### src/rtl/riscv_structures_pkg.sv
// Shared RISC-V pipeline types: decode->execute bundle, ALU ops, execute FSM
// states and the major opcode constants used by execute/writeback.
package riscv_structures;

    typedef enum logic [1:0] {
        ALU_ADD     = 2'd0,
        ALU_EQ      = 2'd1,
        ALU_INVALID = 2'd3
    } alu_op_e;

    typedef struct packed {
        logic [31:0] pc_value;
        logic [31:0] rs1_data;
        logic [31:0] rs2_data;
        logic [4:0]  rd;
        logic [6:0]  opcode;
        logic [2:0]  funct3;
        logic [31:0] immediate_sext;
        alu_op_e     alu_op;
        logic        mem_write;
        logic        reg_write;
        logic        mem_read;
    } de_to_ex_s;

    typedef enum logic [1:0] {
        IDLE     = 2'd0,
        MEM_REQ  = 2'd1,
        MEM_DONE = 2'd2
    } ex_state_e;

    localparam logic [6:0] OP_R      = 7'b0110011;
    localparam logic [6:0] OP_LOAD   = 7'b0000011;
    localparam logic [6:0] OP_STORE  = 7'b0100011;
    localparam logic [6:0] OP_BRANCH = 7'b1100011;
    localparam logic [6:0] OP_JAL    = 7'b1101111;
    localparam logic [6:0] OP_JALR   = 7'b1100111;

    localparam logic [2:0] F3_BEQ    = 3'b000;

endpackage

### src/rtl/execute_writeback_if.sv
// Data-memory bus between the execute stage (master) and memory (slave).
interface execute_writeback_if;
    logic        dmem_req;
    logic        dmem_we;
    logic [31:0] dmem_addr;
    logic [31:0] dmem_wdata;
    logic        dmem_ack;
    logic [31:0] dmem_rdata;

    modport master (output dmem_req, dmem_we, dmem_addr, dmem_wdata,
                    input  dmem_ack, dmem_rdata);
    modport slave  (input  dmem_req, dmem_we, dmem_addr, dmem_wdata,
                    output dmem_ack, dmem_rdata);
endinterface

### src/rtl/execute_writeback_alu.sv
// Combinational ALU: 32-bit wrap-around add and equality compare.
module alu
    import riscv_structures::*;
(
    input  logic [31:0] op_a,
    input  logic [31:0] op_b,
    input  alu_op_e     alu_op,
    output logic [31:0] result
);

    // Operation select; unsupported codes yield zero
    always_comb begin
        result = 32'd0;
        case (alu_op)
            ALU_ADD: result = op_a + op_b;
            ALU_EQ:  result = {31'd0, (op_a == op_b)};
            default: result = 32'd0;
        endcase
    end

endmodule

### src/rtl/execute_writeback.sv
// Execute/writeback stage: single-cycle ALU/branch/jump results, and a
// three-state handshake with data memory for loads and stores.
module execute_writeback
    import riscv_structures::*;
(
    input  logic                       clk,
    input  logic                       rst_n,
    input  de_to_ex_s                  de_to_ex,
    input  logic                       in_valid,
    output logic                       stall,
    execute_writeback_if.master        dmem,
    output logic [4:0]                 writeback_address,
    output logic [31:0]                write_back_data,
    output logic                       write_back_enable,
    output logic                       redirect_valid,
    output logic [31:0]                redirect_pc,
    output logic                       illegal
);

    ex_state_e   state_r;
    logic        stall_r, dmem_req_r, dmem_we_r, load_wb_r;
    logic [31:0] dmem_addr_r, dmem_wdata_r;
    logic [4:0]  wb_addr_r;
    logic [31:0] wb_data_r, redir_pc_r;
    logic        wb_en_r, redir_valid_r, illegal_r;

    logic        accept_s, is_invalid_s, wb_ok_s, eq_s;
    alu_op_e     main_op_s;
    logic [31:0] alu_res_s, cmp_res_s, pc_imm_s, link_s;
    logic        nxt_wb_en_s, nxt_redir_s, is_mem_s, is_store_s;
    logic [31:0] nxt_wb_data_s, nxt_redir_pc_s;

    // A redirect pulse squashes whatever upstream presents in that cycle
    assign accept_s     = in_valid && !stall_r && !redir_valid_r;
    assign is_invalid_s = (de_to_ex.alu_op == ALU_INVALID);
    assign wb_ok_s      = de_to_ex.reg_write && (de_to_ex.rd != 5'd0);
    assign main_op_s    = (de_to_ex.opcode == OP_R) ? de_to_ex.alu_op : ALU_ADD;
    assign pc_imm_s     = de_to_ex.pc_value + de_to_ex.immediate_sext;
    assign link_s       = de_to_ex.pc_value + 32'd4;
    assign eq_s         = (cmp_res_s != 32'd0);

    alu u_alu_main (
        .op_a   (de_to_ex.rs1_data),
        .op_b   ((de_to_ex.opcode == OP_R) ? de_to_ex.rs2_data : de_to_ex.immediate_sext),
        .alu_op (main_op_s),
        .result (alu_res_s)
    );

    alu u_alu_cmp (
        .op_a   (de_to_ex.rs1_data),
        .op_b   (de_to_ex.rs2_data),
        .alu_op (ALU_EQ),
        .result (cmp_res_s)
    );

    // Decode the presented instruction into its single-cycle effects
    always_comb begin
        nxt_wb_en_s    = 1'b0;
        nxt_wb_data_s  = 32'd0;
        nxt_redir_s    = 1'b0;
        nxt_redir_pc_s = 32'd0;
        is_mem_s       = 1'b0;
        is_store_s     = 1'b0;
        if (is_invalid_s) begin
            nxt_wb_en_s = 1'b0;
        end else begin
            case (de_to_ex.opcode)
                OP_R: begin
                    nxt_wb_en_s   = wb_ok_s;
                    nxt_wb_data_s = alu_res_s;
                end
                OP_LOAD:  is_mem_s = de_to_ex.mem_read;
                OP_STORE: begin
                    is_mem_s   = de_to_ex.mem_write;
                    is_store_s = de_to_ex.mem_write;
                end
                OP_BRANCH: begin
                    if ((de_to_ex.funct3 == F3_BEQ) && eq_s) begin
                        nxt_redir_s    = 1'b1;
                        nxt_redir_pc_s = pc_imm_s;
                    end else begin
                        nxt_redir_s    = 1'b0;
                    end
                end
                OP_JAL: begin
                    nxt_redir_s    = 1'b1;
                    nxt_redir_pc_s = pc_imm_s;
                    nxt_wb_en_s    = wb_ok_s;
                    nxt_wb_data_s  = link_s;
                end
                OP_JALR: begin
                    nxt_redir_s    = 1'b1;
                    nxt_redir_pc_s = {alu_res_s[31:1], 1'b0};
                    nxt_wb_en_s    = wb_ok_s;
                    nxt_wb_data_s  = link_s;
                end
                default: nxt_wb_en_s = 1'b0;
            endcase
        end
    end

    // Stage FSM and all registered outputs; reset discards any pending access
    always_ff @(posedge clk or negedge rst_n) begin
        if (!rst_n) begin
            state_r       <= IDLE;
            stall_r       <= 1'b0;
            dmem_req_r    <= 1'b0;
            dmem_we_r     <= 1'b0;
            dmem_addr_r   <= 32'd0;
            dmem_wdata_r  <= 32'd0;
            load_wb_r     <= 1'b0;
            wb_addr_r     <= 5'd0;
            wb_data_r     <= 32'd0;
            wb_en_r       <= 1'b0;
            redir_valid_r <= 1'b0;
            redir_pc_r    <= 32'd0;
            illegal_r     <= 1'b0;
        end else begin
            wb_en_r       <= 1'b0;
            redir_valid_r <= 1'b0;
            illegal_r     <= 1'b0;
            case (state_r)
                IDLE: begin
                    if (accept_s) begin
                        illegal_r <= is_invalid_s;
                        wb_addr_r <= de_to_ex.rd;
                        if (is_mem_s) begin
                            state_r      <= MEM_REQ;
                            stall_r      <= 1'b1;
                            dmem_req_r   <= 1'b1;
                            dmem_we_r    <= is_store_s;
                            dmem_addr_r  <= alu_res_s;
                            dmem_wdata_r <= de_to_ex.rs2_data;
                            load_wb_r    <= !is_store_s && wb_ok_s;
                        end else begin
                            wb_en_r       <= nxt_wb_en_s;
                            wb_data_r     <= nxt_wb_data_s;
                            redir_valid_r <= nxt_redir_s;
                            redir_pc_r    <= nxt_redir_pc_s;
                        end
                    end
                end
                MEM_REQ: begin
                    if (dmem.dmem_ack) begin
                        state_r    <= MEM_DONE;
                        dmem_req_r <= 1'b0;
                        dmem_we_r  <= 1'b0;
                        wb_en_r    <= load_wb_r;
                        wb_data_r  <= dmem.dmem_rdata;
                    end
                end
                MEM_DONE: begin
                    state_r <= IDLE;
                    stall_r <= 1'b0;
                end
                default: begin
                    state_r    <= IDLE;
                    stall_r    <= 1'b0;
                    dmem_req_r <= 1'b0;
                    dmem_we_r  <= 1'b0;
                end
            endcase
        end
    end

    assign stall             = stall_r;
    assign dmem.dmem_req     = dmem_req_r;
    assign dmem.dmem_we      = dmem_we_r;
    assign dmem.dmem_addr    = dmem_addr_r;
    assign dmem.dmem_wdata   = dmem_wdata_r;
    assign writeback_address = wb_addr_r;
    assign write_back_data   = wb_data_r;
    assign write_back_enable = wb_en_r;
    assign redirect_valid    = redir_valid_r;
    assign redirect_pc       = redir_pc_r;
    assign illegal           = illegal_r;

endmodule

### src/flat_wrapper.sv
// flat-port wrapper written by rule: the top's interface ports become plain ports
module execute_writeback_flat import riscv_structures::*;
  (clk, rst_n, de_to_ex, in_valid, stall, writeback_address, write_back_data, write_back_enable, redirect_valid, redirect_pc, illegal, dmem_dmem_req, dmem_dmem_we, dmem_dmem_addr, dmem_dmem_wdata, dmem_dmem_ack, dmem_dmem_rdata);
  execute_writeback_if dmem_i ();
  input  logic clk;
  input  logic rst_n;
  input  de_to_ex_s de_to_ex;
  input  logic in_valid;
  output logic stall;
  output logic [4:0] writeback_address;
  output logic [31:0] write_back_data;
  output logic write_back_enable;
  output logic redirect_valid;
  output logic [31:0] redirect_pc;
  output logic illegal;
  output wire logic [$bits(dmem_i.dmem_req)-1:0] dmem_dmem_req;
  output wire logic [$bits(dmem_i.dmem_we)-1:0] dmem_dmem_we;
  output wire logic [$bits(dmem_i.dmem_addr)-1:0] dmem_dmem_addr;
  output wire logic [$bits(dmem_i.dmem_wdata)-1:0] dmem_dmem_wdata;
  input wire logic [$bits(dmem_i.dmem_ack)-1:0] dmem_dmem_ack;
  input wire logic [$bits(dmem_i.dmem_rdata)-1:0] dmem_dmem_rdata;
  assign dmem_dmem_req = dmem_i.dmem_req;
  assign dmem_dmem_we = dmem_i.dmem_we;
  assign dmem_dmem_addr = dmem_i.dmem_addr;
  assign dmem_dmem_wdata = dmem_i.dmem_wdata;
  assign dmem_i.dmem_ack = dmem_dmem_ack;
  assign dmem_i.dmem_rdata = dmem_dmem_rdata;
  execute_writeback u_core (.clk(clk), .rst_n(rst_n), .de_to_ex(de_to_ex), .in_valid(in_valid), .stall(stall), .dmem(dmem_i), .writeback_address(writeback_address), .write_back_data(write_back_data), .write_back_enable(write_back_enable), .redirect_valid(redirect_valid), .redirect_pc(redirect_pc), .illegal(illegal));
endmodule
### config.mk
export PLATFORM = sky130hd
export DESIGN_NAME = execute_writeback_flat
export DESIGN_NICKNAME = d
export VERILOG_FILES = /design/src/rtl/riscv_structures_pkg.sv /design/src/rtl/execute_writeback_if.sv /design/src/rtl/execute_writeback_alu.sv /design/src/rtl/execute_writeback.sv /design/src/flat_wrapper.sv
export SDC_FILE = /design/constraint.sdc
export NUM_CORES = 1
export LEC_CHECK = 0
export CAP_MARGIN = 20
export CORE_MARGIN = 4
export CORE_UTILIZATION = 29
export DETAILED_ROUTE_END_ITERATION = 8
export GPL_ROUTABILITY_DRIVEN = 0
export HOLD_SLACK_MARGIN = 0.05
export MAX_ROUTING_LAYER = met4
export PLACE_DENSITY = 0.59
export SLEW_MARGIN = 20
export SYNTH_ARGS = -nofsm -noshare
export SYNTH_HDL_FRONTEND = slang
export SYNTH_SLANG_ARGS = --single-unit
export TNS_END_PERCENT = 10
### constraint.sdc
create_clock -name clk -period 3.5 [get_ports clk]
set_input_delay 0.35 -clock clk [delete_from_list [all_inputs] [get_ports clk]]
set_output_delay 0.35 -clock clk [all_outputs]
set_load 0.03 [all_outputs]
Word level (Yosys, flattened, before mapping)
Cells that the tools add are included.
{"block": "totals", "word_cells": 99, "input_bits": 184, "out_inout_bits": 139, "ff_bits": 142}
{"block": "op_classes", "muxes": 42, "eq_ne": 16, "n_addsub": 3, "reduce_logical": 22, "bitwise": 3}
{"cell": "2-to-1 mux 32 bit", "count": 7}
{"cell": "one-hot mux 32 bit (2 select lines)", "count": 3}
{"cell": "one-hot mux 32 bit (3 select lines)", "count": 1}
{"cell": "adder 32 bit", "count": 2}
{"cell": "== test 32 bit", "count": 2}
{"cell": "adder 32 x 3 -> 32 bit (second input constant)", "count": 1}
{"cell": "== test 7 bit (second input constant)", "count": 3}
{"cell": "2-to-1 mux 1 bit", "count": 20}
{"cell": "== test 7 x 6 -> 1 bit (second input constant)", "count": 2}
{"cell": "AND reduction 3 bit", "count": 4}
{"cell": "2-to-1 mux 2 bit", "count": 4}
{"cell": "one-hot mux 1 bit (2 select lines)", "count": 4}
{"cell": "AND reduction 4 bit", "count": 2}
{"cell": "== test 7 x 2 -> 1 bit (second input constant)", "count": 1}
{"cell": "one-hot mux 1 bit (3 select lines)", "count": 2}
{"cell": "logical AND 1 bit", "count": 5}
{"cell": "nonzero test 5 bit", "count": 1}
{"cell": "== test 2 x 1 -> 1 bit (second input constant)", "count": 2}
{"cell": "== test 2 bit (second input constant)", "count": 2}
{"cell": "zero test 2 bit", "count": 2}
{"cell": "inequality test 2 x 1 -> 1 bit (second input constant)", "count": 2}
{"cell": "inequality test 2 bit (second input constant)", "count": 2}
{"cell": "one-hot mux 2 bit (2 select lines)", "count": 1}
{"cell": "zero test 1 bit", "count": 3}
{"cell": "other kinds (6)", "count": 8}

Logic depth before layout (Yosys ltp)
{"block": "logic_depth", "depth_word": 9, "mapped_depth": 18, "depth_no_buf": 16}

By module
Synthesis repeated with hierarchy kept, for this count alone.
{"block": "hier_totals", "hier_cells": 1581, "area_unflattened_um2": 12947.4}
{"mod": "execute_writeback", "cells_each": 947, "area_each_um2": 8755.9, "instances": 1, "seq_area_each_um2": 3553.4}
{"mod": "alu", "cells_each": 317, "area_each_um2": 2095.8, "instances": 2, "seq_area_each_um2": 0.0}

Least setup slack after synthesis
Ideal clock, no wire load.
{"block": "synth_timing", "path_type": "input port to flip-flop", "start": "input port de_to_ex[43] in the netlist's numbering", "end": "register u_core.wb_data_r[24] (netlist: u_core.write_back_data[24])", "setup_time_ns": 0.104, "slack_ns": -0.090, "n_path_buf": 3, "required_time_ns": 3.396, "path_stages": 17, "t_arrival_ns": 3.487, "cell_sequence": "nor3_1 > and2_1 > clkbuf_1 > clkbuf_1 > nand2_1 > nand2_1 > ha_1 > buf_6 > a211oi_2 > o211ai_1 > a221oi_2 > nor2_1 > or3_4 > a31oi_4 > xnor2_1 > nand2_1 > a221oi_1"}
{"block": "synth_via", "elab_chain_cells": 9, "word_cells_on_any_way": 21, "classes_between": "add/sub (1); eq/ne (7); mux (10); reduce/logical (3)"}
{"item": "start: declaration", "line": "flat_wrapper.sv:7", "rtl": "input de_to_ex_s de_to_ex;"}
{"item": "== test 7 x 6 -> 1 bit", "line": "execute_writeback.sv:37, execute_writeback.sv:44, execute_writeback.sv:67"}
{"item": "2-to-1 mux 32 bit / 2-to-1 mux 2 bit (equally long branches)", "line": "execute_writeback.sv:44, execute_writeback.sv:37"}
{"item": "adder 32 bit (tied with other cells)", "line": "execute_writeback_alu.sv:15", "rtl": "ALU_ADD: result = op_a + op_b;"}
{"item": "one-hot mux 32 bit (2 select lines)", "line": "execute_writeback_alu.sv:14", "rtl": "case (alu_op)"}
{"item": "one-hot mux 32 bit (2 select lines)", "line": "execute_writeback.sv:67", "rtl": "case (de_to_ex.opcode)"}
{"item": "2-to-1 mux 32 bit", "line": "execute_writeback.sv:64", "rtl": "if (is_invalid_s) begin"}
{"item": "2-to-1 mux 32 bit", "line": "execute_writeback.sv:127", "rtl": "if (is_mem_s) begin"}
{"item": "2-to-1 mux 32 bit", "line": "execute_writeback.sv:124", "rtl": "if (accept_s) begin"}
{"item": "one-hot mux 32 bit (2 select lines)", "line": "execute_writeback.sv:122", "rtl": "case (state_r)"}
{"item": "end signal: assignment", "line": "execute_writeback.sv:137", "rtl": "wb_data_r <= nxt_wb_data_s;"}
{"item": "end signal: assignment", "line": "execute_writeback.sv:149", "rtl": "wb_data_r <= dmem.dmem_rdata;"}
{"item": "end: declaration", "line": "execute_writeback.sv:24", "rtl": "logic [31:0] wb_data_r, redir_pc_r;"}
Several ways; a longest one is shown, not always the timed one. The select of a mux whose other input is x is not followed.
A chain may end at the register's enable or synchronous reset.

Worst setup path after layout
{"block": "layout_timing", "start": "input port de_to_ex[42] in the netlist's numbering", "end": "register u_core.wb_data_r[27] (netlist: u_core.write_back_data[27])"}
Same word-level chain as after synthesis.

==> run_results.csv <==
group,metric,value,unit
yosys,synth_area_leaders,"dfrtp_1, ha_1, nand2_1",
clocking,clockBufferDepth,2,
cells_and_area,nNetsFinal,2021,
clocking,ctsRootBufferMaster,"clkbuf_16",
cells_and_area,mostFrequentLayoutCells,"clkdlybuf4s50_1, nand2_1, buf_4",
yosys,netlist_instances,1275,
floorplan,start_util,0.296,
place,placed_cell_area,16200,µm²
pwr,ir_drop,0.384,mV
sta,worst_slew_pin_slew,906,ps
worst_setup_path,crit_required,3860,ps
cells_and_area,multi_input_area,7460,µm²
worst_setup_path,cp-end-kind,"register",
cells_and_area,post-route-util,0.468,
cells_and_area,seqCellArea,3550,µm²
floorplan,die_w,202,µm
worst_setup_path,start_kind,"primary input",
sta,max_freq,295,MHz
global_routing,grt-ovfl-total,0,
global_routing,grt_pass1_wl,74.9,mm
floorplan,fp.coreArea,37000,µm²
hold_path,min_path_type,"in -> reg",
cells_and_area,fillers,3653,
yosys,ys_types,81,
yosys,syn-mean-instance-area,8.59,µm²
clocking,cts_tree,"built",
floorplan,die_y,202,µm
clocking,clock_sinks,142,
yosys,netlist_area,11000,µm²
detailed_routing,routedWlPerCell,22.2,µm
cells_and_area,fin_area,17300,µm²
detailed_routing,drc_errors,0,
place,io_buffers,322,
sta,max_slew_margin,0.394,
yosys,synth_flop_cell,"dfrtp_1",
yosys,synth_nets,1533,
pwr,p_leak,7.61,nW
place,place.detailed.instances,2235,
global_routing,grt_usage,0.246,
pwr,pwr_density_cell,356,nW/µm²
sta,skew,9.86,ps
status,outcome,"complete, no violations",
sta,period_share,0.968,
worst_setup_path,crit_type,"in -> reg",
floorplan,die-area,41000,µm²
yosys,synth_edf_count,0,
cells_and_area,drive_gt1_frac,0.213,
job,maxCapViolCount,0,
sta,setup_viol,0,
sta,hold_viol,0,
detailed_routing,drt_first_pass_iters,5,
cells_and_area,final_cells,2282,
yosys,yosys_warnings,0,
yosys,yosysTopAreaCellShare,0.324,
clocking,clk_pin_slew,70,ps
detailed_routing,via_count,11900,
sta,final_max_slew_viol_count,0,
global_routing,grt_pass1_vias,12100,
sta,finalSetupTns,0,ps
worst_setup_path,rrSetupSlack,1070,ps
yosys,synthArstFlopShare,1.00,
detailed_routing,first_iter_violations,755,
clocking,clock_latency,460,ps
clocking,htreeDepth,4,
global_routing,grt_start_max_net_pins,60,
cells_and_area,area_delta_synth_final,57.8,%
global_routing,antenna_found_initial,4,
floorplan,pin_count,323,
yosys,netlist.top_cell.by_area,"dfrtp_1",
cells_and_area,layout_commonest_cell,"clkdlybuf4s50_1",
yosys,synth.ff_latch_count,142,
detailed_routing,antenna_left,0,
floorplan,rows,70,
clocking,numCtsBuffers,17,
worst_setup_path,worstPathArrival,3750,ps
detailed_routing,drt-vias-per-instance,5.21,
sta,final.min_clock_period,3390,ps
sta,setup_slack,112,ps
place,place_ws,-1070,ps
place,dp_hpwl,41.2,mm
detailed_routing,wirelength,50.7,mm
worst_setup_path,path_max_fanout,24,
yosys,seq_area_frac_synth,0.324,
metrics by stage:
step / total power, mW / hold slack (ps)
4_1_cts: 6.16 / 454
3_5_place_dp: 4.20 / 370
3_3_place_gp: 4.18 / 364
6_report: 6.16 / 322
5_1_grt: 6.45 / 321
2_1_floorplan: 2.98 / 54.4
power by group:
group          switching [mW]  internal [mW]  total [mW]  leakage (nW)
logic                    1.31           1.13        2.44          5.43
registers              0.0757           1.77        1.84          1.91
clock network           0.833           1.05        1.88         0.265
cells by family (layout without fill, tap and decap cells):
kind of cell | after synthesis | in the layout | share of synthesized area
DFF | 142 | 142 | 0.324
other | 0 | 4 | 0
muxes | 49 | 49 | 0.0503
xor gates and xnor gates | 117 | 117 | 0.0942
adders and majority gates | 74 | 74 | 0.0859
AOI/OAI and AO/OA | 359 | 359 | 0.232
buffers and inverters | 89 | 588 | 0.0330
and+or+nand+nor | 445 | 445 | 0.181
area by class of cell:
cell class                 count  area share
multi-input combinational   1044       0.432
timing repair buffer         533       0.287
sequential                   142       0.206
tap                          504      0.0365
clock buffer                  18      0.0248
clock inverter                12     0.00804
inverter                      25     0.00543
antenna                        4    0.000579
critical path, stage by stage:
cell,delay (ps)
clkdlybuf4s15_1,210
nor3_4,350
nand2_4,120
buf_12,150
buf_12,150
nand2_2,80
nand2_2,80
ha_1,300
a21o_1,190
a31o_4,230
o21ai_1,210
nand3_1,150
a31oi_1,150
buf_4,170
nor2_1,70
o21ai_1,150
o311ai_0,190
buf_4,200
a221oi_1,260
sequential cells by signal, summed over array words and instances (netlist names), 2 cells and up:
signal	flops
u_core.dmem.dmem_wdata	32
u_core.writeback_address	5
u_core.state_r	2
u_core.write_back_data	32
u_core.dmem.dmem_addr	32
u_core.redirect_pc	32
final timing paths:
| kind | start | cells after the start | end |
|---|---|---|---|
| max | de_to_ex[42] | 19 | u_core.write_back_data[27] |
| max in group asynchronous | rst_n | 3 | u_core.dmem.dmem_wdata[16] |
| min reg2reg | u_core.dmem.dmem_req | 2 | u_core.dmem.dmem_req |
| min | de_to_ex[45] | 4 | u_core.dmem.dmem_we |
| min in group asynchronous | rst_n | 2 | u_core.write_back_data[3] |
| max reg2reg | u_core.state_r[0] | 7 | u_core.redirect_pc[30] |
per-layer routing:
| metal | GRT usage | wire, µm | up-vias |
|---|---|---|---|
| met5 | - | 0 | - |
| met3 | 0.0594 | 3830 | 69 |
| met1 | 0.317 | 22300 | 5709 |
| li1 | - | - | 5616 |
| met2 | 0.383 | 23100 | 496 |
| met4 | 0.0810 | 1450 | 0 |
cell usage after synthesis, types with 5 or more instances:
cell type  instances
a22oi_1           14
nor2_1            86
a211oi_1           5
nor2b_1            5
mux2_2            46
nand3_1           35
o22ai_1            9
o21bai_1          14
o21ai_0           66
o221ai_1          10
xor2_1            49
a21oi_1           72
and2_1             7
dfrtp_1          142
o31ai_1           10
nor3_1            11
o211ai_1          10
ha_1              72
a32oi_1            7
nand4_1           18
inv_1             25
xnor2_1           67
nor4_1            13
nand2_1          226
clkbuf_1          45
a221oi_1          27
and3_1            18
a21o_1            26
a221o_1            6
nand2b_1           8
buf_2             12
o21ai_1           26
a31oi_1            7
and4_1             7
repair_timing:
action                                  in CTS  in global routing
endpoints found under the setup margin      58                 48
hold buffers                                 1                  0
hold endpoints to repair                    55                  0
buffers inserted                             9                  2
pin swaps                                   32                 19
resized for setup                           53                 35
cloned                                       1                  0
No activity file was read; power rests on OpenSTA's default activity.
